--- config.mk ---
export PLATFORM = sky130hd
export DESIGN_NAME = vector_mem_sequencer
export DESIGN_NICKNAME = d
export VERILOG_FILES = /design/src/rtl/vector_mem_sequencer.sv
export SDC_FILE = /design/constraint.sdc
export NUM_CORES = 1
export LEC_CHECK = 0
export BUFFER_PORTS_ARGS = -buffer_cell sky130_fd_sc_hd__buf_2
export CORE_MARGIN = 2
export CORE_UTILIZATION = 40
export CTS_BUF_LIST = sky130_fd_sc_hd__clkbuf_8 sky130_fd_sc_hd__clkbuf_16
export DETAILED_ROUTE_END_ITERATION = 7
export SYNTH_ARGS = -nofsm -noshare
export SYNTH_HDL_FRONTEND = slang
export SYNTH_SLANG_ARGS = --single-unit
--- constraint.sdc ---
create_clock -name clk -period 5.9 [get_ports clk]
set_input_delay 1.18 -clock clk [delete_from_list [all_inputs] [get_ports clk]]
set_output_delay 1.18 -clock clk [all_outputs]
set_load 0.005 [all_outputs]
--- src/rtl/vector_mem_sequencer.sv ---
// Vector memory sequencer for VLD/VST: computes the effective address once,
// then walks the lanes issuing one word access per lane over a req/ack port.
// Loads assemble returned words into rdata; stores slice the latched vector.
module vector_mem_sequencer #(
   parameter int LANES = 16,
   parameter int DW    = 16,
   parameter int AW    = 16
) (
   input  logic                clk,
   input  logic                rst,
   input  logic                start,
   input  logic                is_store,
   input  logic [AW-1:0]       base,
   input  logic [AW-1:0]       offset,
   input  logic [LANES*DW-1:0] wdata,
   output logic                busy,
   output logic                done,
   output logic [LANES*DW-1:0] rdata,
   output logic                mem_req,
   output logic                mem_we,
   output logic [AW-1:0]       mem_addr,
   output logic [DW-1:0]       mem_wdata,
   input  logic                mem_ack,
   input  logic [DW-1:0]       mem_rdata
);

   localparam int IW = (LANES > 1) ? $clog2(LANES) : 1;

   localparam logic [1:0] S_IDLE   = 2'd0;
   localparam logic [1:0] S_ACCESS = 2'd1;
   localparam logic [1:0] S_DONE   = 2'd2;

   logic [1:0]          state_q,    state_d;
   logic [IW-1:0]       idx_q,      idx_d;
   logic [AW-1:0]       ea_q,       ea_d;
   logic                is_store_q, is_store_d;
   logic [LANES*DW-1:0] wdata_q,    wdata_d;
   logic [LANES*DW-1:0] rdata_q,    rdata_d;

   // Next-state logic: operand capture in IDLE, lane stepping on each ack.
   always_comb begin
      state_d    = state_q;
      idx_d      = idx_q;
      ea_d       = ea_q;
      is_store_d = is_store_q;
      wdata_d    = wdata_q;
      rdata_d    = rdata_q;
      case (state_q)
         S_IDLE: begin
            if (start) begin
               ea_d       = base + offset;
               is_store_d = is_store;
               wdata_d    = wdata;
               idx_d      = '0;
               state_d    = S_ACCESS;
            end
         end
         S_ACCESS: begin
            if (mem_ack) begin
               if (!is_store_q) begin
                  rdata_d[DW*idx_q +: DW] = mem_rdata;
               end
               if (idx_q == IW'(LANES - 1)) begin
                  state_d = S_DONE;
               end else begin
                  idx_d = idx_q + IW'(1);
               end
            end
         end
         S_DONE: begin
            state_d = S_IDLE;
         end
         default: begin
            state_d = S_IDLE;
         end
      endcase
   end

   // State registers with synchronous reset; reset also clears partial load data.
   always_ff @(posedge clk) begin
      if (rst) begin
         state_q    <= S_IDLE;
         idx_q      <= '0;
         ea_q       <= '0;
         is_store_q <= 1'b0;
         wdata_q    <= '0;
         rdata_q    <= '0;
      end else begin
         state_q    <= state_d;
         idx_q      <= idx_d;
         ea_q       <= ea_d;
         is_store_q <= is_store_d;
         wdata_q    <= wdata_d;
         rdata_q    <= rdata_d;
      end
   end

   // Request outputs decode from registered state only, so they hold steady
   // across wait states and read as zero outside ACCESS.
   always_comb begin
      busy      = (state_q != S_IDLE);
      done      = (state_q == S_DONE);
      mem_req   = 1'b0;
      mem_we    = 1'b0;
      mem_addr  = '0;
      mem_wdata = '0;
      if (state_q == S_ACCESS) begin
         mem_req   = 1'b1;
         mem_we    = is_store_q;
         mem_addr  = ea_q + AW'(idx_q);
         mem_wdata = wdata_q[DW*idx_q +: DW];
      end
   end

   assign rdata = rdata_q;

endmodule

==> summary by stage, run 1 <==
Global routing
Across every metal layer, demand over resource in global routing totals 27.0%. The first global-routing pass estimated 123 mm of wire. The leftover overflow at the end of global routing is 0. The initial antenna violation count is 25. The largest net degree at the start of global routing is 155. The number of global-route vias before repair is 20,200.

CTS
The root buffer cell is sky130_fd_sc_hd__clkbuf_16. No sink is reached through more buffers than the 3 on the longest clock path. The TritonCTS clock tree is yes. In this run the number of H-tree levels came out at 2. The post-CTS setup buffer count is 0. The total CTS buffers is 57. The hold buffer count at CTS is 0. The later-pin clock latency in the skew report is 0.62 ns. For this design, the sink count on the clock tree is 535.

Gates resized during post-CTS repair numbered 0. The clock-pin slew on the worst setup and hold paths is 0.06 ns.

Timing
The maximum achievable frequency is 0.213 GHz. The number of endpoints with negative hold slack in the final report is 0. Setup violations remaining at the end of the flow were counted as 0. At the pin with the least slew margin, the transition time is 1.27 ns. The time the final worst path needs with I/O delays and setup is 4.69 ns. Across the routed clock network, the largest skew measured is 0.0202 ns. Of the available clock period, the critical path in the final layout requires 79.5%. The sum of negative setup slack is 0 ns. Headroom to the max-slew limit came out at 15.1%.

Setup repair after global routing left no endpoint under its margin. The final max-slew violation count is 0.

Critical path
The cell class contributing the biggest share of worst-path delay is compound AO/OA/AOI/OAI gates. Tracing the worst setup path back leads to its startpoint at idx_q[1]. The worst register-to-register path begins at idx_q[1].

The type of element launching the critical path is a register. Walking the worst path, the cells encountered are buf_4, fa_1, a21o_1, a21oi_1, nand4b_1, xor2_1, nor2_1, buf_2. The start-to-end type of the worst setup path is register to primary output.

The category of the worst setup path capture point is a primary output. The maximum fanout along the worst path is 40. For the worst setup path, the data required time is 4.72 ns.

The highest-delay cell along the critical path is sky130_fd_sc_hd__a21oi_1. On the worst path, the slowest cell contributes a delay of 0.63 ns. The critical path contains buffers and inverters numbering 2 combined. The data arrival at the endpoint of the critical path is 3.51 ns.

Route
After detailed routing, the number of remaining DRC violations is 0. The residual antenna-violating net count after detailed routing is 0. The per-cell via count in the routed design is 5.39. After detailed routing, the average wire length per cell comes to 20.9 um.

The via count is 21,300. For this block, the routed nets add up to 82.5 mm of wire. The starting DRC count in detailed routing is 1,696. The first-pass iteration count of the detailed router is 6.

Yosys
The post-synthesis sequential area ratio is 47.2%. Yosys mapped a number of flops with a built-in enable equal to 0. The total number of yosys warnings is 0. The synthesized netlist net count is 3,002. Of all cell types, the one taking the most synthesized area is sky130_fd_sc_hd__dfxtp_1.

Synthesis handed over a netlist of 2,669 instances. The proportion of register bits with asynchronous set or reset after synthesis is 0%. The dominant synthesized flop cell is sky130_fd_sc_hd__dfxtp_1. In this run, synthesis produced a sequential element count of 535. In this run the mean area of a mapped cell was 8.50 um2.

Of the post-synthesis cell area, the dominant cell type holds 47.2%. Yosys mapped the design onto 65 distinct sky130hd cell types. By area the synthesized netlist is led by sky130_fd_sc_hd__dfxtp_1, sky130_fd_sc_hd__nand2_1, sky130_fd_sc_hd__a21oi_1, sky130_fd_sc_hd__mux4_2, sky130_fd_sc_hd__mux2i_1. The post-synthesis instance area is 0.0227 mm2.

Power and ir drop
The completed layout was analyzed and its total power is 8.13 mW. For this design the ratio of total power to cell area is 292 mW/mm2. The highest ir drop seen on vdd is 202 uV. Summed over all cells, the static leakage comes to 11.9 nW.

Worst hold path
The min-delay analysis places its worst path in the category register to register. The beginning of the worst hold path is rdata[10].

Layout
Across the whole layout, storage elements account for 0.0107 mm2. The final layout contains 3,455 nets. Compared with the post-synthesis result, the final layout area differs by 22.6%. Fill cells in the final layout number 5,466. Leaving out fill and tap cells, the most frequent cells in the layout are sky130_fd_sc_hd__nand2_1, sky130_fd_sc_hd__buf_2, sky130_fd_sc_hd__dfxtp_1, sky130_fd_sc_hd__a21oi_1, sky130_fd_sc_hd__nand3_1. The multi-input combinational cells in the finished layout cover a total of 0.0110 mm2. Leaving out fill and tap cells, the most frequent cell in the layout is sky130_fd_sc_hd__nand2_1. The fraction of final layout cells sized beyond drive strength 1 is 25.6%.

Floorplanning
The die covers 0.0586 mm2. For this design the top-level I/O count stands at 601. The standard cell core area is 0.0563 mm2. The chip width is 242 um. The cell row count is 87.

The die is 242 um tall. The initial utilization of the core area, before any placement, comes to 40.3%.

Run
The tool flagged a number of max-cap violations equal to 0.

Placement
The congestion estimate from routability-driven global placement came to 0.889. Input and output buffers added on the ports amount to 600. The placed wire-length estimate is 59.6 mm.

Status
The run finished with clean final reports.
## final timing paths
kind / to / slack, ns / cells past startpoint
min: rdata[10] / 0.45 / 2
max: mem_addr[14] / 1.21 / 8
min reg2reg: rdata[10] / 0.45 / 2
max reg2reg: rdata[234] / 1.61 / 7
## where the power goes
group	leakage (nW)	total (mW)	switching, mW	internal, mW
clock network	0.952	3.60	1.54	2.07
logic	6.56	0.723	0.444	0.279
registers	4.35	3.81	0.0792	3.73
total	11.9	8.13	2.06	6.07
## metrics by stage
stage / cell area (um2) / util [%] / cells / hold WS [ns] / setup WS [ns]
3_3_place_gp: 25900 / 46.0 / 3819 / 0.437 / 1.90
3_5_place_dp: 25900 / 46.0 / 3819 / 0.440 / 1.73
5_1_grt: 27800 / 49.4 / 3933 / 0.459 / 0.973
2_1_floorplan: 22700 / - / 2669 / 0.432 / 2.62
4_1_cts: 27800 / 49.3 / 3925 / 0.448 / 1.19
6_report: 27800 / 49.4 / 3941 / 0.448 / 1.21
## worst register-to-register path: cells and delay by family (launching register included)
kind | cells | cell delay [ns]
flip-flops | 1 | 0.74
buffers and inverters | 1 | 0.14
AND/OR/NAND/NOR | 4 | 2.23
adder cells (fa/ha/maj) | 1 | 0.67
multiplexers | 1 | 0.39
## per-layer routing
| metal | vias to the layer above | GRT usage, % | wire (um) |
|---|---|---|---|
| met3 | 157 | 5.46 | 6110 |
| met5 | - | 0 | 103 |
| met1 | 10200 | 35.1 | 34600 |
| met2 | 828 | 44.1 | 38600 |
| met4 | 16 | 10.5 | 3140 |
| li1 | 10100 | - | - |
## cells by family after synthesis
group,count (synthesis),synth area share [%]
simple gates,1169,22.3
compound gates,540,12.8
flops,535,47.2
buf+inv,233,4.39
xor+xnor,17,0.656
fa+ha+maj,24,1.39
mux,151,11.2
## synthesized netlist by cell type, types with 4 or more instances
cell                       instances
sky130_fd_sc_hd__a211oi_1          5
sky130_fd_sc_hd__a21o_1           11
sky130_fd_sc_hd__a21oi_1         468
sky130_fd_sc_hd__a31oi_1           4
sky130_fd_sc_hd__and2_1           40
sky130_fd_sc_hd__and3_1           30
sky130_fd_sc_hd__buf_1             7
sky130_fd_sc_hd__buf_2            39
sky130_fd_sc_hd__buf_4             6
sky130_fd_sc_hd__buf_6             6
sky130_fd_sc_hd__clkbuf_1        157
sky130_fd_sc_hd__clkbuf_2          4
sky130_fd_sc_hd__dfxtp_1         535
sky130_fd_sc_hd__ha_1             22
sky130_fd_sc_hd__inv_1            14
sky130_fd_sc_hd__mux2i_1          70
sky130_fd_sc_hd__mux4_1            5
sky130_fd_sc_hd__mux4_2           75
sky130_fd_sc_hd__nand2_1         785
sky130_fd_sc_hd__nand3_1          98
sky130_fd_sc_hd__nand3b_1          8
sky130_fd_sc_hd__nand4_1          45
sky130_fd_sc_hd__nand4b_1          5
sky130_fd_sc_hd__nor2_1           96
sky130_fd_sc_hd__nor2b_1           4
sky130_fd_sc_hd__nor3_1           16
sky130_fd_sc_hd__nor3_2            4
sky130_fd_sc_hd__o21ai_0          16
sky130_fd_sc_hd__o21bai_1          4
sky130_fd_sc_hd__o311ai_0          5
sky130_fd_sc_hd__or3_1            14
sky130_fd_sc_hd__xnor2_1          13
sky130_fd_sc_hd__xor2_1            4
## area by class of cell
| cell class | count | share of cell area [%] |
|---|---|---|
| clock buffers | 67 | 5.62 |
| flip-flops and latches | 535 | 38.6 |
| multi-input cells | 1901 | 39.5 |
| repair buffers | 613 | 11.4 |
| well taps | 756 | 3.40 |
| diodes | 16 | 0.144 |
| clock inverters | 39 | 1.16 |
| inverters | 14 | 0.189 |
## state kept, by name (all words and copies together) (netlist names)
name,cells
wdata_q,256
is_store_q,1
state_q,2
ea_q,16
rdata,256
idx_q,4
(Power assumes the default switching activity.)
==> run 2: changes to the inputs <==
- clock period: 5.9 -> 4.5 ns (I/O delays scaled with it)
==> summary by stage, run 2 (synthesis gave the netlist of run 1 again) <==
Timing
The clock tree skew after final layout is 0.00968 ns. After layout, the minimum clock period comes to 4.16 ns. The final critical path takes up 92.5% of the cycle.

The final max-slew violation count was 0. Setup violations remaining at the end of the flow were counted as 0. Setup repair after global routing left no endpoint under its margin.

The transition at the pin with the smallest max-transition slack is 1.10 ns. The number of endpoints with negative hold slack in the final report was 0. The worst slew slack as a fraction of its limit is 26.6%. The maximum achievable frequency is 0.240 GHz. The sum of negative setup slack is 0 ns.

Power and ir drop
The areal power density over the cells is 386 mW/mm2. The worst-case IR drop observed on VDD is 272 uV. Summed over all cells, the static leakage comes to 12.0 nW.

Floorplanning
The initial utilization of the core area, before any placement, comes to 40.3%. The region available for standard cell placement spans 0.0563 mm2. The number of I/O pins is 601. The overall die height is 242 um. The total die area is 0.0586 mm2. The chip width is 242 um. In this run the core area contains 87 standard-cell rows.

Layout
The fraction of final layout cells sized beyond drive strength 1 is 25.9%. The final cell utilization of the core is 49.7%. The synthesis-to-finish area growth is 23.2%. Leaving out fill and tap cells, the most frequent cell in the layout is sky130_fd_sc_hd__nand2_1. The layout filler cell count is 5,505. The count of nets after finishing is 3,466. In the layout the commonest cells are sky130_fd_sc_hd__nand2_1, sky130_fd_sc_hd__buf_2, sky130_fd_sc_hd__dfxtp_1, sky130_fd_sc_hd__a21oi_1, sky130_fd_sc_hd__nand3_1.

CTS
The TritonCTS clock tree is yes. The tree is rooted in a sky130_fd_sc_hd__clkbuf_16. The H-tree generated during clock tree synthesis spans 2 levels. The clock drives 535 sinks. The total CTS buffers is 56. For the worst-skew pair, the clock arrives at the later sink with an insertion delay of 0.61 ns. The clock-pin slew on the worst setup and hold paths is 0.06 ns.

After clock tree synthesis, the repair step resized 0 gates. The post-CTS setup buffer count is 0. The hold buffer count at CTS is 0. The buffer levels on the longest clock path is 3.

Placement
The total of buffers placed on input and output ports is 600. After legalization and detailed placement, the total HPWL measured 60.3 mm. The global placer's final weighted congestion is 0.900.

Route
In the routed layout, each cell is associated on average with a via count of 5.44. For this block, the via count after detailed routing is 21,500. The per-cell routed wire length is 21.1 um. The first-pass iteration count of the detailed router is 7. The starting DRC count in detailed routing is 1,688. After detailed routing, the number of remaining DRC violations is 0. The residual antenna-violating net count after detailed routing is 0. The total wire length is 83.2 mm.

Critical path
The maximum fanout along the worst path is 36. STA classifies the critical path endpoint as a primary output. At the worst endpoint, the required time is 3.60 ns.

By startpoint and endpoint, the worst setup path is classified as register to primary output. Measured in cells, the most critical reg-to-reg path has a length of 7. Data on the critical path arrives at its endpoint at 3.26 ns. The worst setup path is launched from a register.

Worst hold path
The class of the tightest hold or removal check is register to register. Along the worst hold path, the cell count comes to 2.

Global routing
The total overflow left after global routing is 0. The initial antenna violation count is 17. The number of global-route vias before repair is 20,100. The largest net degree at the start of global routing is 194.

The overall track demand over capacity in global routing is 27.3%. The first global-routing pass estimated 124 mm of wire.

Status
The run finished with clean final reports.

Run
The max-capacitance violation count is 0.
-- run 2: worst max-delay path, stage by stage (launching register included) --
cell and delay (ns):
sky130_fd_sc_hd__dfxtp_4 0.52, sky130_fd_sc_hd__ha_1 0.32, sky130_fd_sc_hd__fa_1 0.41, sky130_fd_sc_hd__a21o_1 0.17, sky130_fd_sc_hd__a21oi_1 0.59, sky130_fd_sc_hd__o21ai_0 0.19
sky130_fd_sc_hd__a21oi_1 0.26, sky130_fd_sc_hd__buf_2 0.17
-- run 2: per-layer routing --
metal	wire (um)	track usage, %	vias to the layer above	part of all wire, %
met2	39600	45.0	856	48
met1	35900	36.8	10400	43
met5	56	0	-	0.067
met4	2370	8.64	8	2.8
met3	5380	4.20	133	6.5
li1	-	-	10100	-
-- run 2: final cells by class --
type / instances / area (um2) / share of cell area (%)
clock inverter: 36 / 360 / 1.29
inverter: 14 / 52.6 / 0.188
clock buffer: 67 / 1560 / 5.60
multi-input combinational: 1901 / 11000 / 39.3
antenna: 13 / 32.5 / 0.116
timing repair buffer: 625 / 3290 / 11.8
sequential: 535 / 10700 / 38.4
tap: 756 / 946 / 3.38
-- run 2: through the flow --
stage	hold slack, ns	total power [mW]	cell area, um2	std cells	worst slack [ns]
after floorplan	0.432	5.63	22700	2669	1.50
after global placement	0.436	6.03	26000	3831	1.02
after detailed placement	0.441	6.05	26000	3831	0.899
after CTS	0.450	10.9	27900	3934	0.311
after global routing	0.461	11.2	27900	3942	0.161
final	0.448	10.8	28000	3947	0.336
-- run 2: final timing paths --
path | slack [ns] | startpoint | endpoint
min reg2reg | 0.45 | rdata[44] | rdata[44]
max reg2reg | 0.94 | idx_q[3] | rdata[54]
max | 0.34 | idx_q[0] | mem_addr[6]
min | 0.45 | rdata[44] | rdata[44]
-- run 2: report_power, final --
part	switching [mW]	internal [mW]
logic	0.594	0.372
clock network	2.01	2.82
registers	0.101	4.89
==> run 3: changes to the inputs <==
- PLACE_DENSITY: unset -> 0.73
- clock period: 4.5 -> 5.1 ns (I/O delays scaled with it)
==> summary by stage, run 3 (synthesis gave the netlist of run 1 again) <==
Route
The detailed-route DRC error count is 0. After the first detailed-routing iteration, the DRC count stood at 2,029. The total wire length is 81.0 mm. The per-cell via count in the routed design is 5.45.

The via count is 21,500. The per-cell routed wire length is 20.6 um. The residual antenna-violating net count after detailed routing is 0.

The first TritonRoute pass finished after 6 iterations.

Timing
Based on the critical path, the design can be clocked at up to 0.229 GHz. The worst slew slack as a fraction of its limit is 20.7%. The time the final worst path needs with I/O delays and setup is 4.36 ns. The transition at the pin with the smallest max-transition slack is 1.19 ns. The worst path uses 85.5% of the clock period. The final max-slew violation count is 0. Setup violations remaining at the end of the flow were counted as 0. The number of endpoints with negative hold slack in the final report is 0. Setup repair after global routing left no endpoint under its margin.

The sum of negative setup slack is 0 ns. The clock tree skew after final layout is 0.0232 ns.

Placement
The global placer's final weighted congestion is 0.899. The cell area after placement is 0.0260 mm2. The total of buffers placed on input and output ports is 600. The placed wire-length estimate is 58.4 mm.

CTS
The clock passes through at most 3 buffers. TritonCTS built the clock tree. The clock reaches the later pin of the worst-skew pair after 0.62 ns. The total CTS buffers is 55. The number of clock sinks is 535. The clock tree synthesis step divided the H-tree into 2 levels. After clock tree synthesis, the repair step resized 0 gates.

After clock tree synthesis, the clock-pin slew on the worst setup and hold paths is 0.06 ns. Hold repair after CTS inserted 0 buffers. The post-CTS setup buffer count is 0.

The tree is rooted in a sky130_fd_sc_hd__clkbuf_16.

Layout
The final non-filler cell area is 0.0278 mm2. Cells fill 49.4% of the core in the end. Registers take 0.0107 mm2. The total area of multi-input combinational cells is 0.0110 mm2. The post-route netlist has 25.5% of its cells at a drive strength greater than 1. In the layout the commonest cells are sky130_fd_sc_hd__nand2_1, sky130_fd_sc_hd__buf_2, sky130_fd_sc_hd__dfxtp_1, sky130_fd_sc_hd__a21oi_1, sky130_fd_sc_hd__nand3_1. The leading cell type in the layout, fill and taps excluded is sky130_fd_sc_hd__nand2_1. Fill cells in the final layout number 5,348. The count of nets after finishing is 3,463. The synthesis-to-finish area growth is 22.5%.

Global routing
The initial antenna violation count was 15. For this run, the total global-route usage over all layers was measured as 26.4%. The largest net degree at the start of global routing is 208.

The first global-routing pass estimated 121 mm of wire. The number of global-route vias before repair is 19,800. The leftover overflow at the end of global routing is 0.

Power and ir drop
IR analysis of the VDD net gives a maximum drop of 254 uV. The sum of internal, switching and leakage power is 9.28 mW. For this design the ratio of total power to cell area is 334 mW/mm2.

The leakage power summed over all cells is 11.9 nW.

Worst hold path
The class of the tightest hold or removal check is register to register.

Floorplanning
For this configuration, the core starts out at a cell density of 40.3%. In this run the count of I/O pins placed on the die edge is 601. The floorplan has 87 rows. Measured along the x axis, the die boundary spans 242 um.

The die covers 0.0586 mm2. After floorplanning, the core was sized to cover 0.0563 mm2. The overall die height is 242 um.

Critical path
The maximum fanout along the worst path is 40. STA puts the critical path data required time at 4.08 ns. The start-to-end type of the worst setup path is register to primary output. STA puts the critical path data arrival time at 3.34 ns.

The worst setup path is captured at a primary output. The worst setup path is launched from a register.

Run
The tool flagged a number of max-cap violations equal to 0.

Status
The flow ran to the end, and the final reports show no timing, DRC or antenna violations.
==> run 3: cell types whose count changed in the layout (fill, tap and decap cells not counted), moves of 2 or more <==
cell | previous run | this run
sky130_fd_sc_hd__buf_12 | 7 | 5
sky130_fd_sc_hd__bufinv_16 | 6 | 3
sky130_fd_sc_hd__clkbuf_8 | 10 | 8
sky130_fd_sc_hd__clkinv_2 | 12 | 7
sky130_fd_sc_hd__diode_2 | 13 | 18
sky130_fd_sc_hd__inv_1 | 22 | 26
sky130_fd_sc_hd__inv_4 | 2 | 0
==> run 3: metal layers <==
layer  track usage, %  share of wire [%]  vias up
met1             34.6                 41    10200
met4             13.5                5.3        2
met2             42.1                 46     1045
met5                0              0.014        -
met3             4.46                8.1      198
li1                 -                  -    10100
==> run 3: through the flow <==
stage          hold slack (ns)  cells  worst slack, ns
2_1_floorplan            0.432   2669             1.98
3_3_place_gp             0.436   3829             1.42
3_5_place_dp             0.441   3829             1.37
4_1_cts                  0.449   3923            0.701
5_1_grt                  0.463   3937            0.574
6_report                 0.446   3941            0.738
==> run 3: power breakdown <==
part / total (mW) / switching, mW / internal (mW)
registers: 4.42 / 0.109 / 4.31
logic: 0.847 / 0.519 / 0.327
clock network: 4.01 / 1.72 / 2.29
total: 9.28 / 2.35 / 6.93
==> run 3: critical path, cell delays in order, from the launching register on <==
cell and delay, ns:
sky130_fd_sc_hd__dfxtp_4 0.75, sky130_fd_sc_hd__buf_4 0.50, sky130_fd_sc_hd__mux4_2 0.62, sky130_fd_sc_hd__mux4_2 0.48, sky130_fd_sc_hd__and2_1 0.20, sky130_fd_sc_hd__buf_2 0.13
==> run 3: area by class of cell <==
cell class / count / share of cell area (%)
diodes: 18 / 0.162
clock buffers: 65 / 5.53
clock inverters: 29 / 0.936
inverters: 14 / 0.189
multi-input cells: 1901 / 39.5
flip-flops and latches: 535 / 38.6
well taps: 756 / 3.40
repair buffers: 623 / 11.7
==> run 3: worst paths after layout <==
kind / startpoint / endpoint / slack, ns / depth (start not counted)
setup / recovery: idx_q[0] / mem_wdata[10] / 0.74 / 5
hold / removal: rdata[17] / rdata[17] / 0.45 / 2
setup reg to reg: idx_q[0] / rdata[35] / 1.27 / 8
hold reg to reg: rdata[17] / rdata[17] / 0.45 / 2
